$ cat src/rtl/core_ctrl_fsm_pkg.sv
// Shared types and encodings for the RV32 multi-cycle control sequencer.
package core_ctrl_fsm_pkg;

  typedef enum logic [2:0] {
    FETCH     = 3'd0,
    WAIT_IMEM = 3'd1,
    DECODE    = 3'd2,
    EXEC      = 3'd3,
    WB        = 3'd4,
    HALT      = 3'd5
  } ctrl_state_t;

  localparam logic [1:0] PC_INC    = 2'b00;
  localparam logic [1:0] PC_BRANCH = 2'b01;
  localparam logic [1:0] PC_HOLD   = 2'b10;
  localparam logic [1:0] PC_RESET  = 2'b11;

  localparam logic [1:0] ERR_NONE    = 2'b00;
  localparam logic [1:0] ERR_ILLEGAL = 2'b01;
  localparam logic [1:0] ERR_TIMEOUT = 2'b10;

endpackage

$ cat src/rtl/core_ctrl_fsm_branch_cmp.sv
// Branch condition evaluator: decoded branch flags plus operands -> taken.
module core_ctrl_fsm_branch_cmp #(
  parameter int XLEN = 32
) (
  input  logic            is_beq,
  input  logic            is_bne,
  input  logic            is_blt,
  input  logic            is_bge,
  input  logic            is_bltu,
  input  logic            is_bgeu,
  input  logic [XLEN-1:0] rs1_data,
  input  logic [XLEN-1:0] rs2_data,
  output logic            taken
);

  logic eq;
  logic lt_s;
  logic lt_u;

  always_comb begin
    eq    = (rs1_data == rs2_data);
    lt_s  = ($signed(rs1_data) < $signed(rs2_data));
    lt_u  = (rs1_data < rs2_data);
    taken = (is_beq  &  eq)   | (is_bne  & ~eq)   |
            (is_blt  &  lt_s) | (is_bge  & ~lt_s) |
            (is_bltu &  lt_u) | (is_bgeu & ~lt_u);
  end

endmodule

$ cat src/rtl/core_ctrl_fsm.sv
// Multi-cycle fetch/decode/execute/writeback sequencer with branch resolution,
// illegal-opcode and fetch-timeout halt, and a retired-instruction counter.
module core_ctrl_fsm
  import core_ctrl_fsm_pkg::*;
#(
  parameter int XLEN         = 32,
  parameter int IMEM_TIMEOUT = 16
) (
  input  logic            clk,
  input  logic            reset,
  input  logic            run_en,
  output logic            imem_req,
  input  logic            imem_ack,
  output logic            ir_load,
  input  logic            is_add,
  input  logic            is_addi,
  input  logic            is_beq,
  input  logic            is_bne,
  input  logic            is_blt,
  input  logic            is_bge,
  input  logic            is_bltu,
  input  logic            is_bgeu,
  input  logic            incorrect,
  input  logic [XLEN-1:0] rs1_data,
  input  logic [XLEN-1:0] rs2_data,
  output logic [1:0]      pc_choice,
  output logic            rf_wr_en,
  output logic            retire,
  output logic [XLEN-1:0] instret,
  output logic            halted,
  output logic [1:0]      err_code,
  output logic [2:0]      fsm_state
);

  localparam int CW = $clog2(IMEM_TIMEOUT + 1);
  localparam logic [CW-1:0] CNT_LAST = CW'(IMEM_TIMEOUT - 1);

  ctrl_state_t     state;
  logic [CW-1:0]   wait_cnt;
  logic [1:0]      err_q;
  logic [XLEN-1:0] instret_q;
  logic [7:0]      op_vec;
  logic            op_valid;
  logic            is_branch;
  logic            taken;

  assign op_vec    = {is_add, is_addi, is_beq, is_bne, is_blt, is_bge, is_bltu, is_bgeu};
  assign op_valid  = $onehot(op_vec) && !incorrect;
  assign is_branch = |op_vec[5:0];

  core_ctrl_fsm_branch_cmp #(.XLEN(XLEN)) u_branch_cmp (
    .is_beq   (is_beq),
    .is_bne   (is_bne),
    .is_blt   (is_blt),
    .is_bge   (is_bge),
    .is_bltu  (is_bltu),
    .is_bgeu  (is_bgeu),
    .rs1_data (rs1_data),
    .rs2_data (rs2_data),
    .taken    (taken)
  );

  always_ff @(posedge clk) begin
    if (reset) begin
      state     <= FETCH;
      wait_cnt  <= '0;
      err_q     <= ERR_NONE;
      instret_q <= '0;
    end else begin
      case (state)
        FETCH: begin
          if (run_en) state <= imem_ack ? DECODE : WAIT_IMEM;
        end
        WAIT_IMEM: begin
          // An ack arriving in the final allowed cycle still counts as a fetch.
          if (imem_ack) begin
            state    <= DECODE;
            wait_cnt <= '0;
          end else if (wait_cnt == CNT_LAST) begin
            state    <= HALT;
            err_q    <= ERR_TIMEOUT;
            wait_cnt <= '0;
          end else begin
            wait_cnt <= wait_cnt + 1'b1;
          end
        end
        DECODE: begin
          if (op_valid) begin
            state <= EXEC;
          end else begin
            state <= HALT;
            err_q <= ERR_ILLEGAL;
          end
        end
        EXEC: begin
          if (is_branch) begin
            state     <= FETCH;
            instret_q <= instret_q + 1'b1;
          end else begin
            state <= WB;
          end
        end
        WB: begin
          state     <= FETCH;
          instret_q <= instret_q + 1'b1;
        end
        default: state <= HALT;
      endcase
    end
  end

  // Strobes are decoded from state; reset overrides everything with PC_RESET.
  always_comb begin
    imem_req  = 1'b0;
    ir_load   = 1'b0;
    pc_choice = PC_HOLD;
    rf_wr_en  = 1'b0;
    retire    = 1'b0;
    halted    = 1'b0;
    if (reset) begin
      pc_choice = PC_RESET;
    end else begin
      case (state)
        FETCH: begin
          imem_req = run_en;
          ir_load  = run_en & imem_ack;
        end
        WAIT_IMEM: begin
          imem_req = 1'b1;
          ir_load  = imem_ack;
        end
        EXEC: begin
          if (is_branch) begin
            pc_choice = taken ? PC_BRANCH : PC_INC;
            retire    = 1'b1;
          end
        end
        WB: begin
          pc_choice = PC_INC;
          rf_wr_en  = 1'b1;
          retire    = 1'b1;
        end
        HALT: halted = 1'b1;
        default: ;
      endcase
    end
  end

  assign instret   = instret_q;
  assign err_code  = err_q;
  assign fsm_state = state;

endmodule

$ cat config.mk
export PLATFORM = sky130hd
export DESIGN_NAME = core_ctrl_fsm
export DESIGN_NICKNAME = d
export VERILOG_FILES = /design/src/rtl/core_ctrl_fsm_pkg.sv /design/src/rtl/core_ctrl_fsm_branch_cmp.sv /design/src/rtl/core_ctrl_fsm.sv
export SDC_FILE = /design/constraint.sdc
export NUM_CORES = 1
export LEC_CHECK = 0
export BUFFER_PORTS_ARGS = -buffer_cell sky130_fd_sc_hd__buf_2
export CORE_MARGIN = 1.5
export CORE_UTILIZATION = 55
export CTS_BUF_LIST = sky130_fd_sc_hd__clkbuf_8
export CTS_CLUSTER_SIZE = 40
export DETAILED_ROUTE_END_ITERATION = 10
export GPL_ROUTABILITY_DRIVEN = 1
export PLACE_DENSITY = 0.89
export RECOVER_POWER = 25
export SLEW_MARGIN = 15
export SYNTH_ARGS = -nofsm -noshare
export SYNTH_HDL_FRONTEND = slang
export SYNTH_SLANG_ARGS = --single-unit
$ cat constraint.sdc
create_clock -name clk -period 11.5 [get_ports clk]
set_clock_uncertainty 0.15 [all_clocks]
set_input_delay 2.3 -clock clk [delete_from_list [all_inputs] [get_ports clk]]
set_output_delay 2.3 -clock clk [all_outputs]
set_load 0.05 [all_outputs]
[Yosys cells after proc, flatten, opt, wreduce, memory -nomap -nowiden]
Index checks and enable logic that the tools add are counted.
Widths: inputs -> output; s select.
Storage, ports and cells
  bits in writable memories: 0
  latch bits: 0
  flip-flop bits (word level): 42
  word-level logic and storage cells: 83
  input bits: 77
  memories kept: 0
  bits in read-only memories: 0
Cells by class
  muxes and demuxes: 30
  shift-type cells: 0
  reduce and logical (&&, ||, !) cells: 9
  divide/modulo/power cells: 0
  bitwise logic cells: 15
  magnitude comparators: 2
  add/subtract/negate cells: 9
  equal/unequal tests: 14
  multipliers: 0
Operator list (number)
  $lt 32x32->1: 2
  $pmux 32 s2: 1
  $add 32x1->32 const B: 1
  $eq 32x32->1: 1
  $mux 32: 1
  $mux 3: 5
  $pmux 3 s5: 1
  $mux 2: 6
  $mux 5: 2
  $ne 2x2->1 const B: 5
  $mux 1: 9
  $add 1x1->2: 4
  $pmux 2 s2: 2
  $and 1x1->1: 7
  $add 2x2->3: 2
  $eq 3x2->1 const B: 2
  $eq 3x3->1 const B: 2
  $pmux 1 s2: 3
  $reduce_or 6->1: 1
  $add 5x1->5 const B: 1
  $eq 5x4->1 const B: 1
  $or 1x1->1: 5
  $add 3x3->4: 1
  $eq 4x1->1 const B: 1
  other kinds (9): 13

[Logic depth before layout (Yosys ltp)]
  word-level depth: 12
  gate-level depth with buffers: 13
  mapped depth without buffers: 13

[By module]
From an unflattened synthesis, not the netlist that was laid out.
Unflattened totals
  cells, all modules: 408
  area, all modules: 3304.4 um^2
By module, submodules not included
  core_ctrl_fsm: area each 2396.0 um^2, cells an instance 283, instances 1, sequential area each 840.8 um^2
  core_ctrl_fsm_branch_cmp: area each 908.4 um^2, cells an instance 125, instances 1, sequential area each 0.0 um^2

[Least setup slack after synthesis]
Ideal clock, no wire load.
  kind: input to output
  from: input reset
  to: output ir_load
  path buffers: 1
  data arrival time: 4.607 ns
  stages on the path: 3
  path slack: 4.443 ns
  cell sequence: clkbuf_1 -> nor4_1 -> and2_1
Between the ends
  longest elaborated chain between the ends: 1
Ends and longest elaborated chain
  start: declaration: line core_ctrl_fsm.sv:10  | input logic reset,
  $mux 1: line core_ctrl_fsm.sv:120  | if (reset) begin
  end: declaration: line core_ctrl_fsm.sv:14  | output logic ir_load,
No other way between the ends.

[Final worst setup path]
  from: input reset
  to: output pc_choice[0]
Between the ends
  longest elaborated chain between the ends: 1
Ends and longest elaborated chain
  $mux 2: line core_ctrl_fsm.sv:120
  end: declaration: line core_ctrl_fsm.sv:26  | output logic [1:0] pc_choice,
No other way between the ends.

==> flow_summary_export.csv <==
group,metric,value,unit
floorplanning,design.die.area,6142,um2
finish,final_cell_mix,"buf_2 (104), inv_1 (52), nor2_1 (52)",
global_routing,grt_pass1_wl,12.98,mm
power,vdd_drop_max,0.08858,mV
placed_design,place_ws,4.579,ns
global_routing,grt_max_degree,45,
logic_synthesis,yosysTopAreaCellShare,26.91,%
detailed_routing,finalWirelength,7.685,mm
sta,finalHoldViolCount,0,
flow_run,drv_cap,1,
placed_design,place_area,3766,um2
worst_hold_path,min_path_type,"reg -> reg",
clock_network,htreeDepth,2,
power,p_sw,0.0001219,W
worst_setup_path,endpoint_kind,"output port",
sta,max_freq,0.1419,GHz
logic_synthesis,synth_simple_gate_area_share,25.07,%
floorplanning,core-area,5507,um2
logic_synthesis,yosysWarnings,0,
detailed_routing,first_iter_violations,102,
worst_setup_path,path_depth,4,
worst_setup_path,crit_arrival,4.60,ns
worst_setup_path,critical_path_required,9.05,ns
sta,worst_slew_pin_slew,1.881,ns
clock_network,clock_path_buffers,2,
global_routing,grt_use_total,26.13,%
sta,whs,0.3311,ns
logic_synthesis,synth_compound_area_share,15.66,%
power,p_leak,1.846,nW
clock_network,ctsHoldBuffers,0,
clock_network,numClockSinks,42,
power,swShare,34.58,%
finish,drive_above_1_share,25.49,%
logic_synthesis,synth-adder-area-share,17.38,%
worst_setup_path,critical_path_buf_inv_count,3,
logic_synthesis,yosys-mux-area-fraction,1.001,%
placed_design,port_buffers,120,
logic_synthesis,synth-seq-area-share,26.91,%
logic_synthesis,synth_cell_type_count,56,
detailed_routing,wl_per_cell,13.20,um
worst_setup_path,crit_path_top_delay_cell,"clkbuf_1",
sta,fin_crit_sh,61.29,%
power,pwr-share-clk,27.0,%
status,status,"complete, but fails checks",
worst_setup_path,startpoint_type,"input pin",
worst_setup_path,reg2reg_depth,6,
logic_synthesis,avgSynthCellArea,7.970,um2
clock_network,clkLatencyLatePin,0.30,ns
detailed_routing,final_antenna_net_count,0,
sta,finalMaxSlewViolations,45,
clock_network,post-cts-setup-buffer-count,0,
logic_synthesis,syn_area,3124,um2
logic_synthesis,synthTopCellsByArea,"dfxtp_1 (27%), ha_1 (15%), inv_1 (6.2%), nor2_1 (6.2%), a21oi_1 (5.0%)",
detailed_routing,drtPass1Iterations,4,
worst_setup_path,critical_path_peak_fanout,44,
clock_network,numCtsBuffers,5,
floorplanning,initial_utilization,56.74,%
floorplanning,die_h,78.37,um
worst_hold_path,min_delay_path_depth,2,
sta,rsz0062_at_grt,"false",
clock_network,cts-resized-gates,0,
clock_network,cts.reportedPaths.clkPinSlew,0.09,ns
logic_synthesis,async_reset_ff_share,0,%
power,power.share.sequential,44.0,%
global_routing,grt-ovfl-total,0,
global_routing,grt_antenna_before_repair,0,
sta,setup_slack,4.452,ns
finish,final_common_cell,"buf_2",
finish,stdcell_area,3834,um2
floorplanning,ios,121,
finish,syn2layout_area_growth,22.71,%
logic_synthesis,synthXorXnorAreaFrac,6.167,%
logic_synthesis,synth_top_family_by_area,"simple AND/OR/NAND/NOR gates",
logic_synthesis,synthFlopType,"dfxtp_1",
floorplanning,fp.dieW,78.37,um
power,p_int,0.0002306,W
global_routing,grt_pass1_vias,3156,
detailed_routing,drc_errors,0,
sta,min_period,7.048,ns
worst_setup_path,path_cells,"clkbuf_1 > inv_1 > a32oi_1 > buf_2",
logic_synthesis,ys_ff_latch,42,
finish,nets,627,
sta,setup_violations,0,
detailed_routing,via_count,3126,
worst_setup_path,critPathMaxStageDelay,1.32,ns
detailed_routing,vias_per_cell,5.371,
placed_design,globalplace.congestion,0.8971,
power,power,0.0003525,W
clock_network,cts_tree,"done",
clock_network,clockRootBuffer,"clkbuf_8",
logic_synthesis,synth_edf_count,0,
floorplanning,row_count,27,
placed_design,dp_hpwl,6.171,mm
power,p_per_area,91.94,nW/um2
power,comb_power_share,29.0,%
sta,setup-tns-final,0,ns
worst_setup_path,path_class,"in -> out",
worst_setup_path,critPathTopFamily,"buffers and inverters",
logic_synthesis,postSynthNetCount,510,
logic_synthesis,synthCells,392,
finish,antenna_cells,0,
logic_synthesis,yosysTopAreaCell,"dfxtp_1",
status,violations,"max-capacitance violations, max-slew violations",
sta,slew_headroom,-25.37,%
per-stage QoR:
stage / util, % / instances
finish: 69.62 / 582
global route: 69.62 / 582
CTS: 69.98 / 582
detailed placement: 68.39 / 574
global placement: 68.39 / 574
floorplan: - / 392
layout make-up:
class / count / area (um2)
Multi-Input combinational cell: 288 / 2039
Fill cell: 484 / 1673
Sequential cell: 42 / 840.8
Timing Repair Buffer: 120 / 580.6
Inverter: 52 / 195.2
Tap cell: 72 / 90.09
Clock buffer: 5 / 68.82
Clock inverter: 3 / 18.77
synthesized netlist by cell type (2+ instances only):
master and number:
inv_1 52, nor2_1 52, dfxtp_1 42, ha_1 37
a21oi_1 31, nand2_1 25, o21ai_0 17, nand3_1 15
xnor2_1 15, or3_1 11, nand4_1 9, clkbuf_1 8
xor2_1 7, nor4_1 5, and3_1 4, fa_1 4
nand2b_1 4, a21o_1 3, a31oi_1 3, nor3_1 3
o211ai_1 3, a211oi_1 2, a2bb2oi_1 2, and4_1 2
mux2i_1 2, nand3_2 2, nor2b_1 2, o211a_1 2
kinds of logic (layout without fill, tap and decap cells):
| family | after synthesis | count (layout) |
|---|---|---|
| compound gates | 73 | 73 |
| xor+xnor | 22 | 22 |
| fa+ha+maj | 41 | 41 |
| buf+inv | 62 | 180 |
| flops | 42 | 42 |
| mux | 3 | 3 |
| simple gates | 149 | 149 |
sequential cells by signal, indices dropped and copies added, names as in the netlist:
| signal | flops |
|---|---|
| fsm_state | 3 |
| instret | 32 |
| wait_cnt | 5 |
| err_code | 2 |
power by group through the flow:
stage / Clock (W) / Combinational (W) / Sequential, W
floorplan: 0 / 0.0000649 / 0.000165
global placement: 0 / 0.0000975 / 0.000158
detailed placement: 0 / 0.000102 / 0.000158
CTS: 0.0000979 / 0.000102 / 0.000155
global route: 0.000104 / 0.000114 / 0.000156
finish: 0.0000952 / 0.000102 / 0.000155
tightest hold or removal path: cells and delay by family (launching register included):
| family | cells | cell delay, ns |
|---|---|---|
| and+or+nand+nor | 1 | 0.06 |
| AOI/OAI and AO/OA | 1 | 0.06 |
| DFF | 1 | 0.32 |
final timing paths:
kind	from	end	slack (ns)
min	err_code[0]$_SDFFE_PP0P_	err_code[0]$_SDFFE_PP0P_	0.33
max	reset	pc_choice[0]	4.45
min reg2reg	err_code[0]$_SDFFE_PP0P_	err_code[0]$_SDFFE_PP0P_	0.33
max reg2reg	fsm_state[1]$_SDFFE_PP0P_	instret[25]$_SDFFE_PP0P_	8.81
routing by layer:
metal  vias up  GRT usage [%]  routed length (um)
met4         0          11.43                 231
met5         -              0                   0
met2       107          49.22                3949
met1      1408          27.58                3045
met3        27          5.814                 458
li1       1584              -                   -
Note: power is estimated with default switching activity, not from simulation.
